File: src/rtl/gray_decoder_display_n.sv
// ============================================================================
// gray_decoder_display_n
//
// Board-level Gray-code reader. Each debounced press of 'read' samples the
// Gray-coded switch bank. The sample is converted to binary, then to BCD with
// a sequential double-dabble. The binary value goes to the LEDs. The decimal
// value goes to a multiplexed 7-segment display.
//
// Ports
//   clk        in   1        system clock, rising edge
//   rst_n      in   1        asynchronous active-low reset
//   read       in   1        raw push-button, active-high, asynchronous
//   in_switch  in   GRAY_W   raw Gray-code switches, asynchronous
//   led        out  GRAY_W   binary value of the last capture
//   an_n       out  DIGITS   one-hot, active-low digit enables (bit0 = units)
//   seg_n      out  7        active-low segments {g,f,e,d,c,b,a}
//   busy       out  1        conversion in progress
//   valid      out  1        one-cycle pulse when a new value reaches the display
//   ovf        out  1        last capture >= 10**DIGITS (held until next capture)
//
// Configuration
//   LZB_EN  when defined, digits above the most significant non-zero digit
//           are blanked. Digit 0 is never blanked.
// ============================================================================
module gray_decoder_display_n #(
    parameter int GRAY_W       = 4,
    parameter int DIGITS       = 4,
    parameter int DEBOUNCE_CNT = 50000,
    parameter int REFRESH_CNT  = 50000
) (
    input  logic              clk,
    input  logic              rst_n,
    input  logic              read,
    input  logic [GRAY_W-1:0] in_switch,
    output logic [GRAY_W-1:0] led,
    output logic [DIGITS-1:0] an_n,
    output logic [6:0]        seg_n,
    output logic              busy,
    output logic              valid,
    output logic              ovf
);

    // One spare nibble on top of the displayed digits catches overflow.
    localparam int BCD_W = 4 * DIGITS + 4;
    localparam int DB_W  = $clog2(DEBOUNCE_CNT);
    localparam int RF_W  = (REFRESH_CNT > 1) ? $clog2(REFRESH_CNT) : 1;
    localparam int IX_W  = (DIGITS > 1) ? $clog2(DIGITS) : 1;
    localparam int SC_W  = $clog2(GRAY_W + 1);

    localparam logic [6:0] SEG_DASH  = 7'b0111111;
    localparam logic [6:0] SEG_BLANK = 7'h7F;

    typedef enum logic [1:0] {
        IDLE  = 2'd0,
        LOAD  = 2'd1,
        SHIFT = 2'd2,
        DONE  = 2'd3
    } fsmState_t;

    // Prefix XOR from the MSB down: b[i] = ^g[GRAY_W-1:i].
    function automatic logic [GRAY_W-1:0] grayToBin(input logic [GRAY_W-1:0] g);
        logic [GRAY_W-1:0] b;
        b[GRAY_W-1] = g[GRAY_W-1];
        for (int i = GRAY_W - 2; i >= 0; i--) begin
            b[i] = b[i+1] ^ g[i];
        end
        return b;
    endfunction

    // One double-dabble step. The result is {bit shifted out, new BCD}.
    function automatic logic [BCD_W:0] dabbleStep(input logic [BCD_W-1:0] bcd,
                                                  input logic bitIn);
        logic [BCD_W-1:0] adj;
        for (int n = 0; n <= DIGITS; n++) begin
            adj[4*n +: 4] = (bcd[4*n +: 4] >= 4'd5) ? (bcd[4*n +: 4] + 4'd3)
                                                    : bcd[4*n +: 4];
        end
        return {adj, bitIn};
    endfunction

    function automatic logic nibbleOver9(input logic [BCD_W-1:0] bcd);
        logic bad;
        bad = 1'b0;
        for (int n = 0; n <= DIGITS; n++) begin
            bad = bad | (bcd[4*n +: 4] > 4'd9);
        end
        return bad;
    endfunction

    function automatic logic [6:0] segDecode(input logic [3:0] nib);
        logic [6:0] s;
        case (nib)
            4'd0:    s = 7'b1000000;
            4'd1:    s = 7'b1111001;
            4'd2:    s = 7'b0100100;
            4'd3:    s = 7'b0110000;
            4'd4:    s = 7'b0011001;
            4'd5:    s = 7'b0010010;
            4'd6:    s = 7'b0000010;
            4'd7:    s = 7'b1111000;
            4'd8:    s = 7'b0000000;
            4'd9:    s = 7'b0010000;
            default: s = SEG_BLANK;
        endcase
        return s;
    endfunction

    logic              readS1_r, readS2_r;
    logic [GRAY_W-1:0] swS1_r, swS2_r;
    logic [DB_W-1:0]   dbCnt_r;
    logic              dbLevel_r, dbPrev_r;
    logic              trig_s;

    fsmState_t         state_r;
    logic [GRAY_W-1:0] gray_r, bin_r;
    logic [BCD_W-1:0]  bcd_r;
    logic [SC_W-1:0]   shiftCnt_r;
    logic              ovfAcc_r;
    logic [4*DIGITS-1:0] dispBcd_r;
    logic [BCD_W:0]    step_s;
    logic              ovfNext_s;

    logic [RF_W-1:0]   refCnt_r;
    logic [IX_W-1:0]   digIdx_r;
    logic [3:0]        nibble_s;
    logic [6:0]        segNext_s;

    // Synchronisers and the debounce counter for the button level.
    always_ff @(posedge clk or negedge rst_n) begin
        if (!rst_n) begin
            readS1_r  <= 1'b0;
            readS2_r  <= 1'b0;
            swS1_r    <= '0;
            swS2_r    <= '0;
            dbCnt_r   <= '0;
            dbLevel_r <= 1'b0;
            dbPrev_r  <= 1'b0;
        end else begin
            readS1_r <= read;
            readS2_r <= readS1_r;
            swS1_r   <= in_switch;
            swS2_r   <= swS1_r;
            dbPrev_r <= dbLevel_r;
            if (readS2_r == dbLevel_r) begin
                dbCnt_r <= '0;
            end else if (dbCnt_r == DB_W'(DEBOUNCE_CNT - 1)) begin
                dbLevel_r <= ~dbLevel_r;
                dbCnt_r   <= '0;
            end else begin
                dbCnt_r <= dbCnt_r + DB_W'(1);
            end
        end
    end

    // Only the rising edge of the debounced level starts a capture.
    assign trig_s = dbLevel_r & ~dbPrev_r;

    // Next double-dabble step, and the running overflow flag including it.
    always_comb begin
        step_s    = dabbleStep(bcd_r, bin_r[GRAY_W-1]);
        ovfNext_s = ovfAcc_r | step_s[BCD_W] | (step_s[BCD_W-1 -: 4] != 4'd0);
    end

    // Capture and conversion FSM. The display and ovf update on the same edge
    // that raises valid, so the pulse marks the cycle the new value appears.
    always_ff @(posedge clk or negedge rst_n) begin
        if (!rst_n) begin
            state_r    <= IDLE;
            gray_r     <= '0;
            bin_r      <= '0;
            bcd_r      <= '0;
            shiftCnt_r <= '0;
            ovfAcc_r   <= 1'b0;
            dispBcd_r  <= '0;
            led        <= '0;
            busy       <= 1'b0;
            valid      <= 1'b0;
            ovf        <= 1'b0;
        end else begin
            valid <= 1'b0;
            case (state_r)
                IDLE: begin
                    if (trig_s) begin
                        gray_r  <= swS2_r;
                        busy    <= 1'b1;
                        state_r <= LOAD;
                    end
                end
                LOAD: begin
                    bin_r      <= grayToBin(gray_r);
                    led        <= grayToBin(gray_r);
                    bcd_r      <= '0;
                    shiftCnt_r <= '0;
                    ovfAcc_r   <= 1'b0;
                    state_r    <= SHIFT;
                end
                SHIFT: begin
                    bcd_r      <= step_s[BCD_W-1:0];
                    bin_r      <= {bin_r[GRAY_W-2:0], 1'b0};
                    shiftCnt_r <= shiftCnt_r + SC_W'(1);
                    ovfAcc_r   <= ovfNext_s;
                    if (shiftCnt_r == SC_W'(GRAY_W - 1)) begin
                        dispBcd_r <= step_s[4*DIGITS-1:0];
                        ovf       <= ovfNext_s | nibbleOver9(step_s[BCD_W-1:0]);
                        valid     <= 1'b1;
                        state_r   <= DONE;
                    end
                end
                DONE: begin
                    busy    <= 1'b0;
                    state_r <= IDLE;
                end
                default: begin
                    busy    <= 1'b0;
                    state_r <= IDLE;
                end
            endcase
        end
    end

`ifdef LZB_EN
    logic [DIGITS-1:0] blankVec_s;
    logic              blank_s;

    // A digit is blank when it and every digit above it are zero (not digit 0).
    always_comb begin
        blankVec_s = '0;
        for (int d = 1; d < DIGITS; d++) begin
            blankVec_s[d] = ((dispBcd_r >> (4 * d)) == '0);
        end
        blank_s = 1'(blankVec_s >> digIdx_r);
    end
`endif

    // Segment pattern for the digit currently being driven.
    always_comb begin
        nibble_s = 4'(dispBcd_r >> {digIdx_r, 2'b00});
        if (ovf) begin
            segNext_s = SEG_DASH;
`ifdef LZB_EN
        end else if (blank_s) begin
            segNext_s = SEG_BLANK;
`endif
        end else begin
            segNext_s = segDecode(nibble_s);
        end
    end

    // Refresh timer, digit scan and the registered anode/segment outputs.
    always_ff @(posedge clk or negedge rst_n) begin
        if (!rst_n) begin
            refCnt_r <= '0;
            digIdx_r <= '0;
            an_n     <= '1;
            seg_n    <= SEG_BLANK;
        end else begin
            if (refCnt_r == RF_W'(REFRESH_CNT - 1)) begin
                refCnt_r <= '0;
                digIdx_r <= (digIdx_r == IX_W'(DIGITS - 1)) ? '0 : digIdx_r + IX_W'(1);
            end else begin
                refCnt_r <= refCnt_r + RF_W'(1);
            end
            an_n  <= ~(DIGITS'(1) << digIdx_r);
            seg_n <= segNext_s;
        end
    end

endmodule

File: config.mk
export PLATFORM = sky130hd
export DESIGN_NAME = gray_decoder_display_n
export DESIGN_NICKNAME = d
export VERILOG_FILES = /design/src/rtl/gray_decoder_display_n.sv
export SDC_FILE = /design/constraint.sdc
export NUM_CORES = 1
export LEC_CHECK = 0
export ABC_CLOCK_PERIOD_IN_PS = 4600
export CAP_MARGIN = 25
export CORE_UTILIZATION = 45
export CTS_CLUSTER_SIZE = 8
export DETAILED_ROUTE_END_ITERATION = 7
export GPL_TIMING_DRIVEN = 0
export SLEW_MARGIN = 20
export SYNTH_ARGS = -nofsm -noshare
export SYNTH_HDL_FRONTEND = slang
export SYNTH_SLANG_ARGS = --single-unit
File: constraint.sdc
create_clock -name clk -period 4.6 [get_ports clk]
set_input_delay 0.46 -clock clk [delete_from_list [all_inputs] [get_ports clk]]
set_output_delay 0.46 -clock clk [all_outputs]
set_load 0.1 [all_outputs]
[Yosys cells after proc, flatten, opt, wreduce, memory -nomap -nowiden]
Memories as Yosys holds them, arrays and structs flattened.
Cells that the tools add are included.
Word-level totals
  memories kept: 1
  bits of input ports: 7
  bits in registers: 114
  output and inout port bits: 18
  word-level logic and storage cells: 99
  memory bits (read-only): 112
Memories
  (no name shown): words 16, width 7, read ports 1, clocked after memory_dff 0, wr ports 0, line 92  | case (nib)
Cells by class
  shift operators: 2
  $add $sub $neg: 9
  reductions and logical operators: 9
  equality and inequality tests: 10
  bitwise gates (word level): 15
  $lt $le $gt $ge: 10
  mux-type cells: 21
Operators with widths (number)
  two-way mux 16 bit: 3
  one-hot mux 20 bit (2 select lines): 1
  adder 16 x 1 -> 16 bit (second input constant): 2
  equality test 16 bit (second input constant): 2
  adder 4 x 2 -> 4 bit (second input constant): 5
  greater-or-equal comparator 4 x 3 -> 1 bit (second input constant): 5
  greater-than comparator 4 bit (second input constant): 5
  two-way mux 4 bit: 5
  right shift 16 x 4 -> 4 bit: 1
  AND reduction 2 bit: 5
  one-hot mux 2 bit (4 select lines): 1
  one-hot mux 4 bit (2 select lines): 1
  two-way mux 7 bit: 1
  bitwise OR 1 bit: 7
  equality test 2 bit (second input constant): 3
  two-way mux 2 bit: 3
  one-hot mux 3 bit (2 select lines): 1
  inequality test 2 bit (second input constant): 2
  inverter 4 bit: 1
  one-hot mux 1 bit (2 select lines): 2
  nonzero test 2 bit: 2
  nonzero test 4 bit: 1
  left shift 1 x 2 -> 4 bit (first input constant): 1
  adder 3 x 1 -> 3 bit (second input constant): 1
  9 further kinds: 15

[Depth between registers and ports, before layout]
  depth in word-level cells: 8
  depth in mapped cells: 7
  mapped depth without buffers: 7

[Least setup slack after synthesis]
No wires, ideal clock.
  kind: register -> register
  start point: reg bcd_r[16]
  end point: reg ovf
  required time: 4.460 ns
  setup slack: 2.907 ns
  setup time: 0.140 ns
  arrival: 1.553 ns
  cell stages (with the launch flop): 7
  clock period less this slack: 1.693 ns
  buffers on the path: 0
  cell sequence: dfrtp_1 -> ha_1 -> nand2b_1 -> a21oi_1 -> mux2i_1 -> nor4b_1 -> a31oi_1
On the way
  longest elaborated chain between the ends: 5
  elaborated cells between the ends (all ways): 9
  those cells by class: 1 x add/sub; 2 x order compare; 1 x mux; 4 x bitwise; 1 x reduce/logical
Ends and longest elaborated chain
  start, declared: line 116  | logic [BCD_W-1:0] bcd_r;
  start signal, assigned: line 198  | bcd_r <= step_s[BCD_W-1:0];
  adder 4 x 2 -> 4 bit / greater-or-equal comparator 4 x 3 -> 1 bit (equally long branches): line 75  | adj[4*n +: 4] = (bcd[4*n +: 4] >= 4'd5) ? (bcd[4*n +: 4] + 4'd3)
  two-way mux 4 bit *: line 75
  greater-than comparator 4 bit, or another cell as far along: line 85  | bad = bad | (bcd[4*n +: 4] > 4'd9);
  bitwise OR 1 bit (on tied branches): line 85, 161
  bitwise OR 1 bit *: line 204  | ovf <= ovfNext_s | nibbleOver9(step_s[BCD_W-1:0]);
  end signal, assigned: line 204
  end, declared: line 40  | output logic ovf
Every way passes the cells marked *; elsewhere a longest branch is shown, timed or not.
A chain may end at the register's enable or synchronous reset.

[Final worst setup path]
  start point: reg an_n[1]
  end point: out an_n[1]
RTL lines
  start, declared: line 36  | output logic [DIGITS-1:0] an_n,
  start signal, assigned: line 263  | an_n <= ~(DIGITS'(1) << digIdx_r);
No word-level cell between the ends.

==> run summary <==
clock sink total -> 114
clock group share of total power -> 55.5%
area leader, netlist -> dfrtp_1
Hold Vio Cnt, Final -> 7
GP Congestion -> 0.8126
first-pass GRT wire length -> 17,440 um
Comb pwr share -> 1.4%
vias in the first global route -> 3,709
Setup Fix Bufs, Post-CTS -> 0
ys async rst share -> 100.0%
Hold WS -> -0.01162 ns
Area Growth Syn to Fin -> 19.25%
Residual DRC -> 7
share of total power in sequential cells -> 43.1%
DP Worst Slack -> 2.400 ns
sequential-to-total area share from yosys stat -> 53.47%
Seq cells post-synth -> 114
CP Capture Type -> output pin
outcome -> finished, violations left
fin worst setup slack -> 2.091 ns
Core ar. -> 11,520 sq um
max_cap viols -> 0
Static Leak -> 2.793 nW
ratio of final minimum period to clock period -> 54.55%
Avg WL per Cell -> 13.98 um
via count -> 3,697
Vias/cell -> 5.222
Final Power -> 0.002352 W
library cells used by synthesis -> 47
WP data required -> 4.14 ns
Final setup viols -> 0
initial antenna violation count -> 0
synthesized area -> 5361 sq um
worst vdd ir -> 0.2190 mV
Mapped Nets -> 543
delay-heaviest family, CP -> buffers and inverters
clock tree from TritonCTS -> built
Global Route Usage Sum -> 18.15%
Critical Path AT -> 2.05 ns
Starting Density -> 46.56%
H-tree levels -> 4
layout cells sized above 1 -> 11.33%
die width -> 111.2 um
number of buffers and inverters on the critical path -> 1
RSZ-0062 raised after global routing -> false
chip height -> 111.2 um
GRT Residual Overflow -> 0
die area -> 12,350 sq um
Fin Setup TNS -> 0 ns
Total Wirelength -> 9900 um
post-detail-place hpwl -> 6737 um
final slew viol count -> 0
TritonRoute pass-1 iters -> 6
EDFF count, synth -> 0
FMAX -> 398.5 MHz
Syn Area/Cell -> 10.53 sq um
cell count after synthesis -> 509
Fillers -> 982
type of origin of the critical path -> flop
FP Rows -> 39
largest net degree at the start of global routing -> 64
CP Class -> flop to output pin
top post-synthesis cells by area -> dfrtp_1, ha_1, dfstp_2
switching power total -> 0.0004753 W
clock tree buffer depth -> 2
Pwr Density -> 367.8 nW/um^2
remaining antenna violation count -> 0
hold_buf cts -> 0
Reg clk slew, reported paths -> 0.05 ns
Clk Latency, worst-skew pair -> 0.41 ns
post-CTS sizing -> 0
Initial DRC Count -> 213
CP max FO -> 1
most common cell in the synthesized netlist -> dfrtp_1
Sw Ratio -> 20.21%
Syn. warnings -> 0
fin crit period -> 2.509 ns
Antenna Cells -> 0
Worst path depth -> 1
Slew @ Worst Pin -> 0.9747 ns
failing checks -> DRC, hold timing
Critical Path Slowest Stage Cell -> clkdlybuf4s50_1
cell internal pwr -> 0.001876 W
HP Class -> input pin to asynchronous set/reset pin
Nets -> 587
Synth top area share -> 48.07%
top_reg_cell synth -> dfrtp_1
num ports -> 25
final core occ -> 55.52%
crit-path cells -> clkdlybuf4s50_1
IO buf count -> 24
CTS buffer count -> 17
max incr delay on CP -> 1.13 ns
post-route clock skew -> 0.007590 ns
headroom to the max-slew limit -> 34.82%
Worst R2R Path Depth -> 7
synth cell count leaders -> dfrtp_1, nor2_1, nand2_1
Root Buffer -> clkbuf_16
-- through the flow --
| stage | cell area (sq um) | cells |
|---|---|---|
| final | 6394 | 708 |
| after global routing | 6394 | 708 |
| after CTS | 6394 | 708 |
| after floorplan | 5361 | 509 |
| after detailed placement | 5809 | 677 |
| after global placement | 5781 | 676 |
-- kinds of logic (layout without fill, tap and decap cells) --
| logic type | Yosys count | count (layout) | synth area share (%) |
|---|---|---|---|
| AO/OA/AOI/OAI | 91 | 91 | 9.732 |
| adder cells (fa/ha/maj) | 27 | 27 | 6.301 |
| flip-flops | 114 | 114 | 53.47 |
| XOR/XNOR | 38 | 38 | 6.208 |
| AND/OR/NAND/NOR | 162 | 162 | 14.56 |
| multiplexers | 24 | 24 | 5.671 |
| buffers and inverters | 53 | 109 | 4.061 |
-- path summary, 6_finish.rpt --
kind,start,end,slack (ns)
setup / recovery,an_n[1],an_n[1],2.09
hold / removal,rst_n,dbCnt_r[7],-0.01
setup reg to reg,bcd_r[17],ovf,2.29
hold reg to reg,swS1_r[0],swS2_r[0],0.35
max in group asynchronous,rst_n,an_n[1],3.90
min in group clk,swS1_r[0],swS2_r[0],0.35
-- registers in the layout (all words and copies together) (netlist names), 4 cells and up --
signal and count:
bcd_r 20, seg_n 7, dispBcd_r 16, gray_r 4, led 4, refCnt_r 16, an_n 4, bin_r 4
swS2_r 4, dbCnt_r 16, swS1_r 4
-- cells in the final DEF (no fill, tap or decap), types with 4 or more instances in the layout --
cell / instances
mux2_2: 11
nand2_1: 46
clkbuf_1: 11
o21ai_0: 39
mux2i_1: 9
ha_1: 27
and2_1: 4
nand4_1: 5
nor2_1: 47
xor2_1: 16
mux4_2: 4
inv_1: 38
dfstp_2: 11
xnor2_1: 22
a21oi_1: 20
nand2b_1: 8
and3_1: 7
nor3b_1: 4
clkbuf_16: 17
nor3_1: 9
o21ai_1: 4
dfrtp_1: 103
o22ai_1: 14
clkinv_2: 5
nand3_1: 18
clkdlybuf4s50_1: 23
-- layout make-up --
type	instances	area [sq um]	share of cell area [%]
buffer	15	75.07	1.174
timing repair buffer	25	269.0	4.207
clock inverter	11	137.6	2.153
sequential	114	2867	44.83
clock buffer	20	446.7	6.986
inverter	38	142.6	2.231
multi-input combinational	342	2277	35.62
tap	143	178.9	2.798
-- worst register-to-register path, stage by stage, from the launching register on --
cell and delay, ns:
dfrtp_1 0.38, inv_1 0.12, ha_1 0.21, nand2b_1 0.09, a21oi_1 0.26, mux2i_1 0.14, nor4b_1 0.76, a31oi_1 0.19
-- metal layers --
metal	share of wire [%]	GRT usage (%)	vias up
li1	-	-	1823
met1	49	23.97	1810
met2	45	27.30	51
met3	3.6	5.686	13
met4	1.6	8.468	0
met5	0	0	-
-- power groups by stage --
stage	Combinational [W]	Sequential, W	Clock, W
global route	0.0000387	0.00101	0.00138
global placement	0.0000311	0.00103	0
floorplan	0.00000501	0.00103	0
detailed placement	0.0000348	0.00103	0
finish	0.0000328	0.00101	0.00130
CTS	0.0000350	0.00101	0.00133
(Power assumes the default switching activity.)
